===== src/rtl/divider_pkg.sv =====
// Shared defaults and the channel-index width helper for the multi-channel clock divider.
// Pure declarations: no logic, no latency, no flow control.
package divider_pkg;

  localparam int CNT_W_DEF = 32;
  localparam int unsigned DEFAULT_HALF_DEF = 50000;

  // Index width for a channel select; a single channel still gets a 1-bit port.
  function automatic int ch_w(input int n);
    return (n <= 1) ? 1 : $clog2(n);
  endfunction

endpackage


===== src/rtl/div_channel.sv =====
// One divider channel: active/staged half-period, counter and registered square wave plus rise tick.
// Latency: clk_out/tick change on the edge ending cycle H-1; writes to an enabled channel wait for the next toggle.
// Backpressure: none, every write is accepted (last staged write wins); sync is tied 0 unless DIV_SYNC_EN.
module div_channel import divider_pkg::*; #(
  parameter int          CNT_W        = CNT_W_DEF,
  parameter int unsigned DEFAULT_HALF = DEFAULT_HALF_DEF
) (
  input  logic             clk,
  input  logic             rst,
  input  logic             wr_en,
  input  logic [CNT_W-1:0] wr_half,
  input  logic             sync,
  output logic             clk_out,
  output logic             tick,
  output logic             pend
);

  logic [CNT_W-1:0] half_q, half_d;
  logic [CNT_W-1:0] stage_q, stage_d;
  logic [CNT_W-1:0] cnt_q, cnt_d;
  logic             pend_q, pend_d;
  logic             out_q, out_d;
  logic             tick_q, tick_d;
  logic [CNT_W-1:0] next_half;
  logic             enabled;
  logic             hit;

  assign enabled   = (half_q != '0);
  assign hit       = enabled && (cnt_q == half_q - CNT_W'(1));
  assign next_half = pend_q ? stage_q : half_q;

  always_comb begin
    half_d  = half_q;
    stage_d = stage_q;
    cnt_d   = cnt_q;
    pend_d  = pend_q;
    out_d   = out_q;
    tick_d  = 1'b0;
    if (sync) begin
      // A write in the sync cycle takes precedence over any older staged value.
      half_d = wr_en ? wr_half : next_half;
      pend_d = 1'b0;
      cnt_d  = '0;
      out_d  = 1'b0;
    end else if (enabled) begin
      if (hit) begin
        cnt_d  = '0;
        half_d = next_half;
        pend_d = 1'b0;
        if (next_half == '0) begin
          out_d = 1'b0;
        end else begin
          out_d  = ~out_q;
          tick_d = ~out_q;
        end
      end else begin
        cnt_d = cnt_q + CNT_W'(1);
      end
      // A write landing on the toggle edge stays staged for the following toggle.
      if (wr_en) begin
        stage_d = wr_half;
        pend_d  = 1'b1;
      end
    end else if (wr_en && (wr_half != '0)) begin
      half_d = wr_half;
      cnt_d  = '0;
      out_d  = 1'b0;
    end
  end

  always_ff @(posedge clk) begin
    if (rst) begin
      half_q  <= CNT_W'(DEFAULT_HALF);
      stage_q <= '0;
      cnt_q   <= '0;
      pend_q  <= 1'b0;
      out_q   <= 1'b0;
      tick_q  <= 1'b0;
    end else begin
      half_q  <= half_d;
      stage_q <= stage_d;
      cnt_q   <= cnt_d;
      pend_q  <= pend_d;
      out_q   <= out_d;
      tick_q  <= tick_d;
    end
  end

  assign clk_out = out_q;
  assign tick    = tick_q;
  assign pend    = pend_q;

endmodule


===== src/rtl/multi_clock_divider.sv =====
// NUM_CH runtime-programmable clock dividers with rise ticks; DIV_SYNC_EN adds a global realign port.
// Latency: outputs registered, first rise H cycles after reset release or after a write to a disabled channel.
// Backpressure: none; writes to wr_ch >= NUM_CH are dropped.
module multi_clock_divider import divider_pkg::*; #(
  parameter int          NUM_CH       = 4,
  parameter int          CNT_W        = CNT_W_DEF,
  parameter int unsigned DEFAULT_HALF = DEFAULT_HALF_DEF
) (
  input  logic                      clk,
  input  logic                      rst,
  input  logic                      wr_en,
  input  logic [ch_w(NUM_CH)-1:0]   wr_ch,
  input  logic [CNT_W-1:0]          wr_half,
`ifdef DIV_SYNC_EN
  input  logic                      sync,
`endif
  output logic [NUM_CH-1:0]         clk_out,
  output logic [NUM_CH-1:0]         tick,
  output logic [NUM_CH-1:0]         pend
);

  localparam int CHW = ch_w(NUM_CH);

  logic sync_i;
`ifdef DIV_SYNC_EN
  assign sync_i = sync;
`else
  assign sync_i = 1'b0;
`endif

  for (genvar i = 0; i < NUM_CH; i++) begin : g_ch
    logic sel;
    // Indices past NUM_CH-1 match no channel, so out-of-range writes vanish here.
    assign sel = wr_en && (wr_ch == CHW'(i));

    div_channel #(
      .CNT_W        (CNT_W),
      .DEFAULT_HALF (DEFAULT_HALF)
    ) u_ch (
      .clk     (clk),
      .rst     (rst),
      .wr_en   (sel),
      .wr_half (wr_half),
      .sync    (sync_i),
      .clk_out (clk_out[i]),
      .tick    (tick[i]),
      .pend    (pend[i])
    );
  end

endmodule

===== config.mk =====
export PLATFORM = sky130hd
export DESIGN_NAME = multi_clock_divider
export DESIGN_NICKNAME = d
export VERILOG_FILES = /design/src/rtl/divider_pkg.sv /design/src/rtl/div_channel.sv /design/src/rtl/multi_clock_divider.sv
export SDC_FILE = /design/constraint.sdc
export NUM_CORES = 1
export LEC_CHECK = 0
export CAP_MARGIN = 20
export CORE_MARGIN = 2
export CORE_UTILIZATION = 55
export CTS_BUF_LIST = sky130_fd_sc_hd__clkbuf_4 sky130_fd_sc_hd__clkbuf_8
export DETAILED_ROUTE_END_ITERATION = 12
export PLACE_DENSITY = 0.72
export SLEW_MARGIN = 10
export SYNTH_ARGS = -nofsm -noshare
export SYNTH_HDL_FRONTEND = slang
export SYNTH_SLANG_ARGS = --single-unit

===== constraint.sdc =====
create_clock -name clk -period 7.1 [get_ports clk]
set_clock_uncertainty 0.05 [all_clocks]
set_input_delay 0.71 -clock clk [delete_from_list [all_inputs] [get_ports clk]]
set_output_delay 0.71 -clock clk [all_outputs]
set_load 0.03 [all_outputs]

==> impl_metrics.json, run 1 <==
{
  "status": "finished, final reports clean",
  "pin_count": 49,
  "cp-start-kind": "flop",
  "port_buffers": 48,
  "gp_congestion": 0.958,
  "grt_setup_unrepaired": "no",
  "async_flop_share": 0,
  "critPathMaxStageDelay_ns": 0.65,
  "grt_max_degree": 135,
  "dr_total_vias": 22900,
  "synth.distinct_cells": 89,
  "fmax_ghz": 0.204,
  "switching_share": 0.253,
  "first_iter_violations": 1965,
  "synth-main-ff-cell": "dfxtp_1",
  "p_per_area_nw_per_um2": 194,
  "grt_overflow": 0,
  "grt_use_total": 0.314,
  "period_share": 0.691,
  "path_class": "reg -> reg",
  "cts_buffer_depth": 3,
  "cp.arrival_ns": 5.35,
  "drt_first_pass_iters": 6,
  "ys_ff_latch": 396,
  "clkLatencyLatePin_ns": 0.65,
  "synth_top_area_cell": "dfxtp_1",
  "cts_hold_buf": 0,
  "numCtsBuffers": 71,
  "post-route-util": 0.603,
  "numClockSinks": 396,
  "syn_avg_cell_area_sq_um": 7.58,
  "cts_root_buf": "clkbuf_8",
  "path_common_cell": "nor4_1",
  "clockPowerShare": 0.474,
  "p_switching_mw": 1.25,
  "cap_violations": 0,
  "antenna_left": 0,
  "ys_seq_area_frac": 0.338,
  "cp_cell_sequence": "inv_1 > ha_1 > or3b_2 > nor4_1 > mux2_2 > a32oi_1 > o2111ai_1 > nor4_1 > nand3_2 > buf_4 > nand2_1 > o22ai_1",
  "cts_resized": 0,
  "crit_slowest_cell": "nand3_2",
  "power_frac_seq": 0.465,
  "areaGrowthSynthToFinish_pct": 8.07,
  "grt_pass1_wl_microns": 113000,
  "slew_violations": 0,
  "die_x_microns": 211,
  "power_leakage_nw": 9.06,
  "cts_tree": "done",
  "ys_warn_count": 0,
  "routed_via_density": 6.42,
  "fin_crit_ns": 4.91,
  "grt_pass1_vias": 21100,
  "worst_pin_slew_ns": 1.06,
  "maxSlewHeadroom": 0.294,
  "drc_errors": 0,
  "synth_top_area_share": 0.338,
  "rows": 75,
  "synth_area_leaders": "dfxtp_1, nand2_1, nor2_1",
  "synth_edf_count": 0,
  "syn_area_sq_um": 23500,
  "syn-num-nets": 3144,
  "fin_tns_setup_ns": 0,
  "setup_violations": 0,
  "p_int_mw": 3.68,
  "fin_nets": 3024,
  "hold_viol": 0,
  "core_sq_um": 42000,
  "postSynthCellCount": 3095,
  "hold_path_class": "reg -> reg",
  "wl_microns": 70800,
  "fp.dieArea_sq_um": 44300,
  "post_drt_wl_per_cell_microns": 19.8,
  "worstPathRequired_ns": 7.54,
  "die_h_microns": 211,
  "power.share.combinational": 0.060,
  "ctsHtreeMaxLevel": 3,
  "peakVddDrop_v": 0.000206,
  "cts_setup_buffers": 0,
  "cts.clk_slew.worst_paths_ns": 0.06,
  "drive_gt1_frac": 0.0730,
  "antenna_found_initial": 0,
  "dp_hpwl_microns": 49600,
  "cp_max_fo": 40,
  "start_util": 0.558,
  "cp-end-kind": "flop",
  "diodes": 0
}
[synthesized netlist by cell type, types with 15 or more instances]
cell type	n
a221oi_1	23
or4_1	36
a211oi_1	34
nand2_1	376
o22ai_1	75
buf_4	17
mux2i_1	96
a21oi_1	180
xnor2_1	110
a211o_1	15
buf_2	26
a31oi_1	89
a21o_1	41
nor2_1	259
nor3_1	105
clkbuf_1	205
nand3_1	125
nand4_1	74
and3_1	47
inv_1	125
xor2_1	83
o21ai_0	114
nor4_1	92
dfxtp_1	396
or3_1	31
nor2b_1	15
nor3b_1	22
buf_1	20
[final cells by class]
type	count	area [sq um]
clock inverter	16	154
multi-input combinational	2304	14000
tap	539	674
inverter	125	469
sequential	396	7930
timing repair buffer	77	761
clock buffer	111	1390
fill	3803	16700
[critical path: cells and delay by family, from the launching register on]
family	cells	cell delay, ns
DFF	1	0.37
and+or+nand+nor	5	2.44
buffers and inverters	2	0.65
muxes	1	0.41
adders and majority gates	1	0.29
AOI/OAI and AO/OA	3	0.55
[metrics by stage]
step / hold WS, ns / cells / total power [mW] / setup WS [ns] / instance area (sq um)
floorplan: 0.394 / 3095 / 2.53 / 3.62 / 23500
finish: 0.421 / 3568 / 4.93 / 2.19 / 25400
detailed placement: 0.411 / 3440 / 2.63 / 2.43 / 23800
global route: 0.442 / 3568 / 5.08 / 1.89 / 25400
CTS: 0.419 / 3567 / 4.95 / 2.31 / 25300
global placement: 0.401 / 3436 / 2.62 / 2.58 / 23700
[per-layer routing]
layer  global-route usage  wire, microns  share of wire
met1                0.426          30500           0.43
met2                0.515          32900           0.46
met3               0.0514           5650          0.080
met4               0.0903           1720          0.024
met5                    0              0              0
[cells in the final DEF (no fill, tap or decap), drive strengths merged, types with 74 or more instances in the layout]
cell and count:
clkbuf 112, mux2i 96, nor4 106, nand3 125
xnor2 110, o21ai 118, inv 128, dfxtp 396
nand2 376, nor2 260, xor2 83, nor3 106
nand4 74, a31oi 90, a21oi 180, o22ai 75
[sequential cells by signal, indices dropped and copies added (netlist names)]
name	cells
g_ch.u_ch.pend	4
g_ch.u_ch.stage_q	128
g_ch.u_ch.cnt_q	128
g_ch.u_ch.clk_out	4
g_ch.u_ch.tick	4
g_ch.u_ch.half_q	128
[kinds of logic (layout without fill, tap and decap cells)]
logic type / Yosys count / in the layout / share of synthesized area
simple gates: 1293 / 1293 / 0.280
buf+inv: 395 / 329 / 0.0677
fa+ha+maj: 12 / 12 / 0.00640
mux: 100 / 100 / 0.0429
xor+xnor: 193 / 193 / 0.0721
flops: 396 / 396 / 0.338
compound gates: 706 / 706 / 0.193
[worst paths after layout]
path,start,end,slack (ns),cells past startpoint
max,g_ch[0].u_ch.half_q[0],g_ch[0].u_ch.cnt_q[26],2.19,12
min,g_ch[0].u_ch.stage_q[14],g_ch[0].u_ch.stage_q[14],0.42,2
max reg2reg,g_ch[0].u_ch.half_q[0],g_ch[0].u_ch.cnt_q[26],2.19,12
min reg2reg,g_ch[0].u_ch.stage_q[14],g_ch[0].u_ch.stage_q[14],0.42,2
[power by group through the flow]
stage,registers [mW],clock network (mW),logic (mW)
floorplan,2.32,0,0.207
global placement,2.34,0,0.282
detailed placement,2.34,0,0.289
CTS,2.29,2.37,0.290
global route,2.30,2.47,0.317
finish,2.29,2.34,0.297
Power figures use the tool's default switching activity.
==> run 2: changes to the inputs <==
Clock period 7.1 ns to 5.1 ns, I/O delays scaled along.
==> run 2 against run 1 <==
Against the previous run: cell count grew 1.1%; clock power grew 29%; power rose by 35%; wire length grew 2.4%; critical path type unchanged; first-iteration DRC count up 5.1%; cell area up 0.71%; count of clock-buffer cells in the layout down 3; register-to-register slack lost 1.6 ns; largest power group is now registers; largest cell class unchanged; utilization grew 0.43 points; worst setup slack got worse by 1.6 ns.
==> impl_metrics.json, run 2 (same netlist as run 1, synthesis figures left out) <==
{
  "grt_max_degree": 109,
  "cts_buffer_depth": 3,
  "cap_violations": 0,
  "hold_path_class": "reg -> reg",
  "mostFrequentLayoutCells": "dfxtp_1, nand2_1, nor2_1, a21oi_1, inv_1",
  "cts_hold_buf": 0,
  "cts_tree": "done",
  "cp_max_fo": 22,
  "antenna_left": 0,
  "dr_total_vias": 23100,
  "areaGrowthSynthToFinish_pct": 8.84,
  "period_share": 0.881,
  "grt_use_total": 0.320,
  "setup_violations": 0,
  "hold_viol": 0,
  "top_layer": "met4",
  "largestRegisters": "g_ch.u_ch.cnt_q (128), g_ch.u_ch.half_q (128), g_ch.u_ch.stage_q (128)",
  "peakVddDrop_v": 0.000226,
  "fin_tns_setup_ns": 0,
  "drc_errors": 0,
  "grt_pass1_wl_microns": 115000,
  "path_class": "reg -> reg",
  "multi_input_area_sq_um": 14000,
  "cp-end-kind": "flop",
  "status": "finished, final reports clean",
  "final_common_cell": "dfxtp_1",
  "numCtsBuffers": 70,
  "fin_nets": 3068,
  "rows": 75,
  "worst_pin_slew_ns": 0.950,
  "clkLatencyLatePin_ns": 0.67,
  "hold_path_startpoint": "g_ch[0].u_ch.stage_q[12]",
  "cp-start-kind": "flop",
  "die_x_microns": 211,
  "routed_via_density": 6.42,
  "power_leakage_nw": 9.19,
  "antenna_found_initial": 4,
  "p_per_area_nw_per_um2": 261,
  "slew_violations": 0,
  "route.met2.wl_microns": 33200,
  "cts_resized": 0,
  "rrSetupSlack_ns": 0.61,
  "fmax_ghz": 0.223,
  "maxSlewHeadroom": 0.361,
  "worstPathRequired_ns": 5.59,
  "grt_pass1_vias": 21600,
  "wl_microns": 72500,
  "drive_gt1_frac": 0.0826,
  "fin_crit_ns": 4.49,
  "pin_count": 49,
  "ctsHtreeMaxLevel": 3,
  "die_h_microns": 211,
  "post_drt_wl_per_cell_microns": 20.1,
  "cts_setup_buffers": 0,
  "core_sq_um": 42000,
  "first_iter_violations": 2065,
  "gp_congestion": 0.964,
  "cts_root_buf": "clkbuf_8",
  "cts.clk_slew.worst_paths_ns": 0.06,
  "grt_overflow": 0,
  "port_buffers": 48,
  "crit_slowest_cell": "nor3b_1",
  "p_total_mw": 6.65,
  "ff_latch_area_sq_um": 7930,
  "critPathMaxStageDelay_ns": 0.68,
  "grt_setup_unrepaired": "no",
  "dr_wl_met3_microns": 5970,
  "whs_path_depth": 2,
  "drt_first_pass_iters": 8,
  "fillCellCount": 3834,
  "start_util": 0.558,
  "fp.dieArea_sq_um": 44300,
  "worstHoldEndpoint": "g_ch[0].u_ch.stage_q[12]",
  "cp.arrival_ns": 4.98,
  "cp_cell_sequence": "inv_1 > ha_1 > nor3b_1 > nand4_1 > nor2_1 > xnor2_1 > or4_1 > nor4_2 > a31o_2 > nand2_1 > a221oi_1",
  "drt-met1-wl_microns": 31100,
  "worstReg2RegStart": "g_ch[2].u_ch.half_q[0]",
  "reg2regPathDepth": 11,
  "numClockSinks": 396,
  "dp_hpwl_microns": 51000,
  "timing.rr.end": "g_ch[2].u_ch.half_q[18]"
}
-- run 2: changes by cell type in the layout (fill, tap and decap cells not counted), moves of 2 or more --
cell and change:
diode_2 +4, clkbuf_8 -11, clkinv_2 -7, buf_8 -2, buf_4 +48, nand2b_2 -2
clkbuf_4 +8, nand2b_1 +2
-- run 2: power breakdown --
part	switching, mW	total [mW]	internal (mW)
logic	0.275	0.432	0.157
clock network	1.36	3.02	1.67
registers	0.0555	3.20	3.14
-- run 2: how the worst max path moves through the flow --
stage / startpoint / end / slack, ns / depth (start not counted)
2_1_floorplan: g_ch[0].u_ch.half_q[0] / g_ch[0].u_ch.half_q[24] / 1.62 / 14
3_3_place_gp: g_ch[3].u_ch.half_q[0] / g_ch[3].u_ch.half_q[30] / 0.89 / 13
3_5_place_dp: g_ch[2].u_ch.half_q[0] / g_ch[2].u_ch.half_q[18] / 0.77 / 11
4_1_cts: g_ch[2].u_ch.half_q[0] / g_ch[2].u_ch.half_q[18] / 0.71 / 11
5_1_grt: g_ch[2].u_ch.half_q[0] / g_ch[2].u_ch.half_q[29] / 0.29 / 11
6_report: g_ch[2].u_ch.half_q[0] / g_ch[2].u_ch.half_q[18] / 0.61 / 11
-- run 2: metrics by stage --
| step | setup slack, ns | cell area, sq um | util | instances | hold WS [ns] |
|---|---|---|---|---|---|
| finish | 0.609 | 25500 | 0.607 | 3606 | 0.420 |
| global route | 0.286 | 25500 | 0.607 | 3603 | 0.446 |
| CTS | 0.714 | 25500 | 0.607 | 3602 | 0.403 |
| detailed placement | 0.772 | 24100 | 0.574 | 3486 | 0.413 |
| global placement | 0.894 | 24100 | 0.572 | 3483 | 0.404 |
| floorplan | 1.62 | 23500 | - | 3095 | 0.394 |
-- run 2: per-layer routing --
layer	GRT usage	vias up
li1	-	11000
met1	0.425	11000
met2	0.521	946
met3	0.0599	178
met4	0.113	0
met5	0	-
-- run 2: area by class of cell --
type | instances | area share
clock inverters | 8 | 0.00368
multi-input cells | 2304 | 0.547
flip-flops and latches | 396 | 0.311
diodes | 4 | 0.000392
clock buffers | 108 | 0.0509
repair buffers | 122 | 0.0426
inverters | 125 | 0.0184
well taps | 539 | 0.0264
-- run 2: critical path: cells and delay by family, from the launching register on --
kind                     cells  cell delay [ns]
AO/OA/AOI/OAI                2             0.79
flip-flops                   1             0.33
AND/OR/NAND/NOR              6             2.70
adder cells (fa/ha/maj)      1             0.26
XOR/XNOR                     1             0.11
buffers and inverters        1             0.13
